==> config.mk <==
export PLATFORM = sky130hd
export DESIGN_NAME = gerador_sincronismo
export DESIGN_NICKNAME = d
export VERILOG_FILES = /design/src/rtl/gerador_sincronismo.sv
export SDC_FILE = /design/constraint.sdc
export NUM_CORES = 1
export LEC_CHECK = 0
export BUFFER_PORTS_ARGS = -buffer_cell sky130_fd_sc_hd__buf_2
export CAP_MARGIN = 20
export CORE_MARGIN = 5
export CORE_UTILIZATION = 55
export CTS_CLUSTER_DIAMETER = 40
export DETAILED_ROUTE_END_ITERATION = 16
export MAX_ROUTING_LAYER = met4
export PLACE_DENSITY_LB_ADDON = 0.05
export SLEW_MARGIN = 20
export SYNTH_ARGS = -nofsm -noshare
export SYNTH_HDL_FRONTEND = slang
export SYNTH_SLANG_ARGS = --single-unit
==> constraint.sdc <==
create_clock -name clk25 -period 3.09 [get_ports clk25]
set_input_delay 0.1545 -clock clk25 [delete_from_list [all_inputs] [get_ports clk25]]
set_output_delay 0.1545 -clock clk25 [all_outputs]
set_load 0.02 [all_outputs]
==> src/rtl/gerador_sincronismo.sv <==
// gerador_sincronismo: VGA timing generator (640x480@60 Hz by default), clocked by the
// 25 MHz pixel clock.
//
// Two free-running counters (hcount across a line, vcount across a frame) are decoded
// into the sync/active strobes, the visible pixel coordinates and a frame-start pulse.
// Every output is registered from the decode of the counters' *next* value, so in any
// cycle the outputs describe exactly the pixel the counters hold in that cycle.
//
// Ports:
//   clk25       in   pixel clock, rising edge
//   reset       in   synchronous, active-high reset
//   Hsync       out  horizontal sync, active-low
//   Hactive     out  high during visible columns
//   Vsync       out  vertical sync, active-low
//   Vactive     out  high during visible lines
//   enable      out  Hactive & Vactive
//   Row         out  visible line (0 outside Vactive)
//   Col         out  visible column (0 outside Hactive)
//   frame_start out  one-cycle pulse at pixel (0,0)
module gerador_sincronismo #(
  parameter int unsigned H_ACTIVE = 640,
  parameter int unsigned H_FP     = 16,
  parameter int unsigned H_SYNC   = 96,
  parameter int unsigned H_BP     = 48,
  parameter int unsigned V_ACTIVE = 480,
  parameter int unsigned V_FP     = 10,
  parameter int unsigned V_SYNC   = 2,
  parameter int unsigned V_BP     = 33
) (
  input  logic       clk25,
  input  logic       reset,
  output logic       Hsync,
  output logic       Hactive,
  output logic       Vsync,
  output logic       Vactive,
  output logic       enable,
  output logic [8:0] Row,
  output logic [9:0] Col,
  output logic       frame_start
);

  // Region boundaries as 10-bit constants; sync end is exclusive.
  localparam logic [9:0] HActive    = 10'(H_ACTIVE);
  localparam logic [9:0] HSyncStart = 10'(H_ACTIVE + H_FP);
  localparam logic [9:0] HSyncEnd   = 10'(H_ACTIVE + H_FP + H_SYNC);
  localparam logic [9:0] HLast      = 10'(H_ACTIVE + H_FP + H_SYNC + H_BP - 1);

  localparam logic [9:0] VActive    = 10'(V_ACTIVE);
  localparam logic [9:0] VSyncStart = 10'(V_ACTIVE + V_FP);
  localparam logic [9:0] VSyncEnd   = 10'(V_ACTIVE + V_FP + V_SYNC);
  localparam logic [9:0] VLast      = 10'(V_ACTIVE + V_FP + V_SYNC + V_BP - 1);

  logic [9:0] hcount_q, hcount_d;
  logic [9:0] vcount_q, vcount_d;
  logic       h_wrap, v_wrap;

  logic       hsync_d, hactive_d, vsync_d, vactive_d, enable_d, frame_start_d;
  logic [8:0] row_d;
  logic [9:0] col_d;

  always_comb begin
    h_wrap   = (hcount_q == HLast);
    v_wrap   = (vcount_q == VLast);
    hcount_d = h_wrap ? 10'd0 : hcount_q + 10'd1;
    vcount_d = vcount_q;
    // vcount only advances on the line wrap, so vertical outputs move only at hcount = 0.
    if (h_wrap) begin
      vcount_d = v_wrap ? 10'd0 : vcount_q + 10'd1;
    end

    hactive_d     = (hcount_d < HActive);
    hsync_d       = ~((hcount_d >= HSyncStart) && (hcount_d < HSyncEnd));
    vactive_d     = (vcount_d < VActive);
    vsync_d       = ~((vcount_d >= VSyncStart) && (vcount_d < VSyncEnd));
    enable_d      = hactive_d & vactive_d;
    col_d         = hactive_d ? hcount_d : 10'd0;
    row_d         = vactive_d ? vcount_d[8:0] : 9'd0;
    frame_start_d = (hcount_d == 10'd0) && (vcount_d == 10'd0);
  end

  // Reset parks the counters on the last pixel of a frame; the output reset values are the
  // decode of that pixel, so the first edge after release lands on (0,0) with no lost pixel.
  always_ff @(posedge clk25) begin
    if (reset) begin
      hcount_q    <= HLast;
      vcount_q    <= VLast;
      Hsync       <= 1'b1;
      Hactive     <= 1'b0;
      Vsync       <= 1'b1;
      Vactive     <= 1'b0;
      enable      <= 1'b0;
      Row         <= 9'd0;
      Col         <= 10'd0;
      frame_start <= 1'b0;
    end else begin
      hcount_q    <= hcount_d;
      vcount_q    <= vcount_d;
      Hsync       <= hsync_d;
      Hactive     <= hactive_d;
      Vsync       <= vsync_d;
      Vactive     <= vactive_d;
      enable      <= enable_d;
      Row         <= row_d;
      Col         <= col_d;
      frame_start <= frame_start_d;
    end
  end

endmodule

* Yosys cells after proc, flatten, opt, wreduce, memory -nomap -nowiden
Index checks and enable logic that the tools add are counted.
Storage, ports and cells: register bits 45, bits of input ports 2, output and inout port bits 25
Operators by class: $add $sub $neg 2, order comparisons 6, equality and inequality tests 2, mux-type cells 3, bitwise operators 5, reductions and logical operators 7
Operators by type and width (count):
- 2-to-1 mux 10 bit | 3
- adder 10 x 1 -> 10 bit, second input constant | 2
- equality test 10 bit, second input constant | 2
- logical NOT 10 bit | 2
- less-than comparator 10 bit, second input constant | 2
- less-than comparator 10 x 9 -> 1 bit, second input constant | 2
- >= comparator 10 bit, second input constant | 1
- >= comparator 10 x 9 -> 1 bit, second input constant | 1
- inverter 1 bit | 4
- OR reduction 2 bit | 2
- logical AND 1 bit | 3
- AND 1 bit | 1

* Logic depth before layout (Yosys ltp)
Gate-level depths: netlist (run 1).
word-level depth 6, depth in mapped cells 9, gate-level depth less buffers 8

* Least setup slack after synthesis (run 1)
OpenSTA, ideal clock, no wires.
path type register -> register, start reg hcount_q[0], end reg Row[1], setup time 0.123 ns, arrival time 1.989 ns, data required time 2.967 ns, setup slack 0.978 ns, stages on the path, launching flop included 9, path buffers 1, path through dfxtp_1 -> ha_1 -> and4_1 -> nand3_1 -> nor4_1 -> xor2_1 -> a31o_1 -> buf_6 -> nor2_1
On the way: longest elaborated chain between the ends 5
Ends and longest elaborated chain:
- start: declaration | RTL line 53 | logic [9:0] hcount_q, hcount_d;
- start signal: assignment | RTL line 85 | hcount_q <= HLast;
- start signal: assignment | RTL line 96 | hcount_q <= hcount_d;
- equality test 10 bit (*) | RTL line 62 | h_wrap = (hcount_q == HLast);
- 2-to-1 mux 10 bit (*) | RTL line 67 | if (h_wrap) begin
- less-than comparator 10 x 9 -> 1 bit | RTL line 73 | vactive_d = (vcount_d < VActive);
- inverter 1 bit (no line)
- OR reduction 2 bit (no line)
- end signal: assignment | RTL line 103 | Row <= row_d;
- end: declaration | RTL line 37 | output logic [8:0] Row,
Mark *: on every way between the ends. The rest lies on a longest branch, timed or not. A chain may end at the register's enable or synchronous reset.

* Worst setup path in the final report (run 1)
start reg hcount_q[5], end reg Row[2]
Same word-level chain as after synthesis.

==> results_dict.tcl, run 1 <==
set metrics [dict create \
    tightest_slew_ns 0.600 \
    cts_htree_levels 2 \
    outcome "finished clean" \
    worstPathCellList "nor4b_2 -> nand3_1 -> nor4_1 -> xor2_1 -> a31o_1 -> nor2_1" \
    p_seq_share_pct 37.9 \
    met3_length_um 166 \
    whs_ns 0.187 \
    min_path_cells 2 \
    hold_viol 0 \
    synth_top_area_share_pct 45.0 \
    cp.arrival_ns 2.89 \
    die_x_um 70.3 \
    critPathKind "reg2reg" \
    setup_viol 0 \
    num_antenna_cells 0 \
    synth_seq_cells 45 \
    fin_area_sq_mm 0.00222 \
    top_layer_used "met4" \
    synthTopCellsByArea "dfxtp_1 45%, nor2_1 5.6%, xnor2_1 3.5%" \
    seq_area_frac_synth_pct 45.0 \
    synth-edff-count 0 \
    wl_met1_mm 1.98 \
    grt_pass1_wl_mm 7.22 \
    reg2regPathDepth 6 \
    p_sw_mw 0.938 \
    p_clk_share_pct 16.8 \
    vias 1677 \
    fin_crit_sh_pct 85.7 \
    grt_max_degree 24 \
    drt-total-wl_mm 4.21 \
    reg2reg_slack_ns 0.44 \
    period_minus_slack_ns 2.65 \
    cts.path.max_buffers 2 \
    viasPerCell 5.57 \
    cts_made_buffers 5 \
    core_region_area_sq_mm 0.00358 \
    wire_per_inst_um 14.0 \
    cpMaxStageDelayCell "a31o_1" \
    cp.required_ns 3.33 \
    syn_area_per_cell_sq_um 8.62 \
    synth_cells 232 \
    leakage_nw 0.931 \
    nets 257 \
    clock_sinks 45 \
    synth_commonest_cells "45 x dfxtp_1, 30 x nor2_1, 13 x nand2_1" \
    initial_core_util_pct 55.9 \
    synth_top_area_cell "dfxtp_1" \
    area_growth_pct 10.8 \
    initialDrtViolationCount 171 \
    die-area_sq_mm 0.00494 \
    antenna_found_initial 0 \
    cp_max_fo 11 \
    cp-start-kind "flip-flop" \
    min_path_type "in2reg" \
    hpwl_mm 2.98 \
    power.total_mw 2.25 \
    rows 22 \
    cts_resized 0 \
    ys_types 44 \
    r2r_end "Row[2]$_SDFF_PP0_" \
    slew_violations 0 \
    synth_nets 237 \
    r2r_start "hcount_q[5]$_SDFF_PP0_" \
    ios 27 \
    cp_slowest_stage_delay_ns 0.47 \
    cts_hold_buffers 0 \
    ant_nets 0 \
    cts_setup_buffers 0 \
    cts_tree "yes" \
    drive_gt1_share_pct 17.8 \
    relSlewSlack_pct 59.9 \
    grt_usage_pct 18.6 \
    clk_latency_ns 0.36 \
    powerDensity_mw_per_mm2 1010 \
    p_sw_share_pct 41.8 \
    worstHoldStart "reset" \
    root_buffer "clkbuf_4" \
    yosysWarnings 0 \
    combPwrFrac_pct 45.3 \
    tns_ns 0 \
    drc_errors 0 \
    met2_length_mm 2.00 \
    internal_power_mw 1.31 \
    firstDrtPassIters 4 \
    portBuffers 26 \
    vdd_drop_max_mv 0.591 \
    synth_most_common_cell "dfxtp_1" \
    fp.dieH_um 70.3 \
    drv_cap 0 \
    grt_overflow 0 \
    clock.fmax_mhz 378 \
    endpoint_kind "flip-flop" \
    synth_area_sq_mm 0.00200 \
    rsz0062_at_grt "no" \
    hold_path_end "vcount_q[5]$_SDFF_PP0_" \
    yosys_most_used_dff "dfxtp_1" \
    place_area_sq_mm 0.00213 \
    grt_pass1_vias 1512 \
    gp_congestion 0.864 \
    async_flop_share_pct 0 \
    fin_worst_skew_ns 0.00762 \
    clkTransAtPathRegs_ns 0.13 \
]
==> routing by layer <==
layer	track usage, %	vias to the layer above
li1	-	853
met4	6.81	0
met3	4.32	7
met2	28.6	38
met5	-	-
met1	23.8	779
==> layout by cell type, fill, tap and decap left out, types with 4 or more instances in the layout <==
cell and n:
buf_2 26, inv_1 7, nand3_1 12, a21oi_1 12, xnor2_1 8, dfxtp_1 45, nand2_1 13, nand4_1 5
clkbuf_4 5, nor4_1 7, xor2_1 4, nor3_1 11, o21ai_0 8, and3_1 4, nor2_1 30, nand2b_1 8
nor2b_1 5
==> metrics by stage <==
step | utilization (%) | cells | setup WS, ns
after floorplan | - | 232 | 0.978
after global routing | 62.0 | 301 | 0.220
after CTS | 62.0 | 301 | 0.469
after global placement | 59.5 | 293 | 0.602
final | 62.0 | 301 | 0.443
after detailed placement | 59.5 | 293 | 0.484
==> cells by family (layout without fill, tap and decap cells) <==
logic type | count (synthesis) | in the layout | share of synthesized area, %
AO/OA/AOI/OAI | 38 | 38 | 12.4
XOR/XNOR | 12 | 12 | 5.25
adder cells (fa/ha/maj) | 3 | 3 | 1.88
AND/OR/NAND/NOR | 112 | 112 | 30.1
flip-flops | 45 | 45 | 45.0
buffers and inverters | 21 | 42 | 4.82
multiplexers | 1 | 1 | 0.500
==> how the worst max path moves through the flow <==
stage                                      start                end  slack, ns  cells after the start
after floorplan           hcount_q[0]$_SDFF_PP1_  Row[1]$_SDFF_PP0_       0.98                      8
after global placement    hcount_q[5]$_SDFF_PP0_  Row[4]$_SDFF_PP0_       0.60                      6
after detailed placement  hcount_q[0]$_SDFF_PP1_  Row[4]$_SDFF_PP0_       0.48                      7
after CTS                 hcount_q[0]$_SDFF_PP1_  Row[2]$_SDFF_PP0_       0.47                      7
after global routing      hcount_q[0]$_SDFF_PP1_  Row[4]$_SDFF_PP0_       0.22                      7
final                     hcount_q[5]$_SDFF_PP0_  Row[2]$_SDFF_PP0_       0.44                      6
==> power groups by stage <==
| stage | clock network (mW) | registers [mW] | logic [mW] |
|---|---|---|---|
| after detailed placement | 0 | 0.861 | 1.01 |
| final | 0.378 | 0.851 | 1.02 |
| after CTS | 0.387 | 0.848 | 1.01 |
| after global placement | 0 | 0.861 | 1.00 |
| after floorplan | 0 | 0.864 | 0.779 |
| after global routing | 0.420 | 0.874 | 1.12 |
==> flip-flops by register name, indices dropped and copies added (netlist names) <==
name         flops
hcount_q        10
Vactive          1
vcount_q        10
Vsync            1
frame_start      1
Hactive          1
Col             10
Hsync            1
enable           1
Row              9
==> worst max-delay path: cells and delay by family (launching register included) <==
kind             cells  cell delay (ns)
flip-flops           1             0.45
AO/OA/AOI/OAI        1             0.47
XOR/XNOR             1             0.36
AND/OR/NAND/NOR      4             1.25
==> cell type report <==
class / count / area (sq um)
clock inverters: 2 / 37.5
clock buffers: 6 / 51.3
well taps: 48 / 60.1
multi-input cells: 166 / 1000
inverters: 7 / 26.3
repair buffers: 27 / 138
fillers: 332 / 1360
flip-flops and latches: 45 / 901
Note: power is estimated with default switching activity, not from simulation.
==> run 2, diff against run 1 <==
Settings changed: ABC_AREA from default to 1.
==> run 2 against run 1 <==
Compared with the run above:
- sequential share of layout area shrank 3.7 points
- utilization grew 3.8 points
- synthesized area grew 7.6%
- setup slack gained 0.51 ns
- register-to-register slack gained 0.51 ns
- sequential power shrank 0.5%
- first-iteration DRC count shrank 2.3%
- via count grew 5.1%
- wire length grew 1.7%
==> results_dict.tcl, run 2 <==
set metrics [dict create \
    viasPerCell 4.84 \
    ys_types 28 \
    hpwl_mm 3.27 \
    p_sw_share_pct 45.8 \
    die-area_sq_mm 0.00527 \
    vias 1763 \
    drv_cap 0 \
    grt_max_degree 15 \
    antenna_found_initial 0 \
    power.total_mw 2.64 \
    r2r_end "Row[2]$_SDFF_PP0_" \
    min_path_cells 2 \
    seq_area_frac_synth_pct 41.8 \
    portBuffers 26 \
    drt-total-wl_mm 4.29 \
    final_cells 364 \
    reg2regPathDepth 10 \
    synth-edff-count 0 \
    critPathKind "reg2reg" \
    synth_area_sq_mm 0.00215 \
    reg2reg_slack_ns 0.96 \
    area_growth_pct 13.4 \
    powerDensity_mw_per_mm2 1080 \
    worst_slack_ns 0.955 \
    root_buffer "clkbuf_8" \
    clkTransAtPathRegs_ns 0.08 \
    async_flop_share_pct 0 \
    core_region_area_sq_mm 0.00372 \
    grt_usage_pct 18.6 \
    synth_seq_cells 45 \
    period_minus_slack_ns 2.13 \
    min_path_type "in2reg" \
    vdd_drop_max_mv 0.601 \
    crit_end "Row[2]$_SDFF_PP0_" \
    fin_worst_skew_ns 0.00805 \
    gp_congestion 0.870 \
    drc_errors 0 \
    synth_nets 292 \
    slew_violations 0 \
    p_clk_share_pct 19.5 \
    synth_top_area_share_pct 41.8 \
    cts_hold_buffers 0 \
    firstDrtPassIters 4 \
    leakage_nw 1.22 \
    clock_sinks 45 \
    drive_gt1_share_pct 27.8 \
    yosys_most_used_dff "dfxtp_1" \
    nets 320 \
    setup_viol 0 \
    rows 22 \
    die_x_um 72.6 \
    cts_htree_levels 2 \
    relSlewSlack_pct 69.7 \
    fp.dieH_um 72.6 \
    pre_cts_slack_ns 0.972 \
    cp.required_ns 3.28 \
    layout_common_cells "74 x nand2_1, 45 x dfxtp_1, 37 x nor2_1" \
    combPwrFrac_pct 48.4 \
    clk_latency_ns 0.30 \
    grt_overflow 0 \
    startpoint "hcount_q[0]$_SDFF_PP1_" \
    p_sw_mw 1.21 \
    synth_most_common_cell "nand2_1" \
    ant_nets 0 \
    outcome "finished clean" \
    cts_setup_buffers 0 \
    syn_area_per_cell_sq_um 7.50 \
    tns_ns 0 \
    r2r_start "hcount_q[0]$_SDFF_PP1_" \
    grt_pass1_wl_mm 7.35 \
    internal_power_mw 1.43 \
    final_common_cell "nand2_1" \
    cp-start-kind "flip-flop" \
    p_seq_share_pct 32.1 \
    initialDrtViolationCount 167 \
    fin_util_pct 65.7 \
    cp_max_fo 12 \
    cts.path.max_buffers 2 \
    initial_core_util_pct 57.9 \
    top_regs "Col (10), hcount_q (10), vcount_q (10)" \
    ios 27 \
    hold_viol 0 \
    synth_commonest_cells "74 x nand2_1, 45 x dfxtp_1, 37 x nor2_1" \
    clock.fmax_mhz 468 \
    endpoint_kind "flip-flop" \
    num_antenna_cells 0 \
    yosysWarnings 0 \
    synthTopCellsByArea "dfxtp_1 42%, nand2_1 13%, nor2_1 6.4%" \
    cts_tree "yes" \
    cts_made_buffers 5 \
    synth_cells 287 \
    grt_pass1_vias 1595 \
    synth_top_area_cell "dfxtp_1" \
    fin_crit_sh_pct 69.1 \
    tightest_slew_ns 0.454 \
    rsz0062_at_grt "no" \
    cp.arrival_ns 2.32 \
    placed_cells 356 \
    wire_per_inst_um 11.8 \
    cts_resized 0 \
]
==> run 2: cell types whose count changed after synthesis, moves of 11 or more <==
cell	change
nand2_1	+61
inv_1	+29
nor2_2	+20
a21oi_1	-11
==> run 2: cells by family after synthesis <==
family / count (synthesis) / synth area share (%)
AOI/OAI and AO/OA: 5 / 1.68
xor gates and xnor gates: 2 / 1.16
adders and majority gates: 3 / 1.74
buffers and inverters: 46 / 8.77
DFF: 45 / 41.8
and+or+nand+nor: 186 / 44.8
==> run 2: final cells by class <==
type | instances | area (sq um)
Fill cell | 335 | 1270
Multi-Input combinational cell | 196 | 1060
Sequential cell | 45 | 901
Inverter | 41 | 154
Timing Repair Buffer | 26 | 130
Clock buffer | 5 | 68.8
Clock inverter | 3 | 65.1
Tap cell | 48 | 60.1
==> run 2: how the worst min path moves through the flow <==
stage,slack [ns],to,start
2_1_floorplan,0.36,vcount_q[1]$_SDFF_PP0_,reset
3_3_place_gp,0.48,vcount_q[0]$_SDFF_PP0_,reset
3_5_place_dp,0.48,vcount_q[8]$_SDFF_PP0_,reset
4_1_cts,0.18,hcount_q[6]$_SDFF_PP0_,reset
5_1_grt,0.19,vcount_q[6]$_SDFF_PP0_,reset
6_report,0.18,vcount_q[0]$_SDFF_PP0_,reset
==> run 2: through the flow <==
step	hold WS [ns]	instance area [sq um]
3_3_place_gp	0.485	2310
5_1_grt	0.186	2440
2_1_floorplan	0.361	2150
6_report	0.181	2440
3_5_place_dp	0.485	2310
4_1_cts	0.177	2440
==> run 2: layer usage <==
layer	GRT usage (%)	vias to the layer above	wire, um
met4	7.79	0	72
met2	26.6	41	1790
met3	3.44	6	233
li1	-	934	-
met1	25.6	782	2190
met5	-	-	0
==> run 2: power by group through the flow <==
stage,clock network (mW),registers [mW],logic (mW)
floorplan,0,0.907,0.961
global route,0.553,0.866,1.44
global placement,0,0.856,1.27
CTS,0.526,0.846,1.29
finish,0.514,0.847,1.28
detailed placement,0,0.858,1.29
==> run 2: worst max-delay path, cell delays in order, from the launching register on <==
cell,delay (ns)
dfxtp_1,0.47
ha_1,0.34
nand4_4,0.16
nor2_4,0.31
nand3_1,0.11
nand2_1,0.11
nand2_4,0.07
nor2_1,0.11
nand3_2,0.09
nand2_4,0.19
nor2_2,0.05
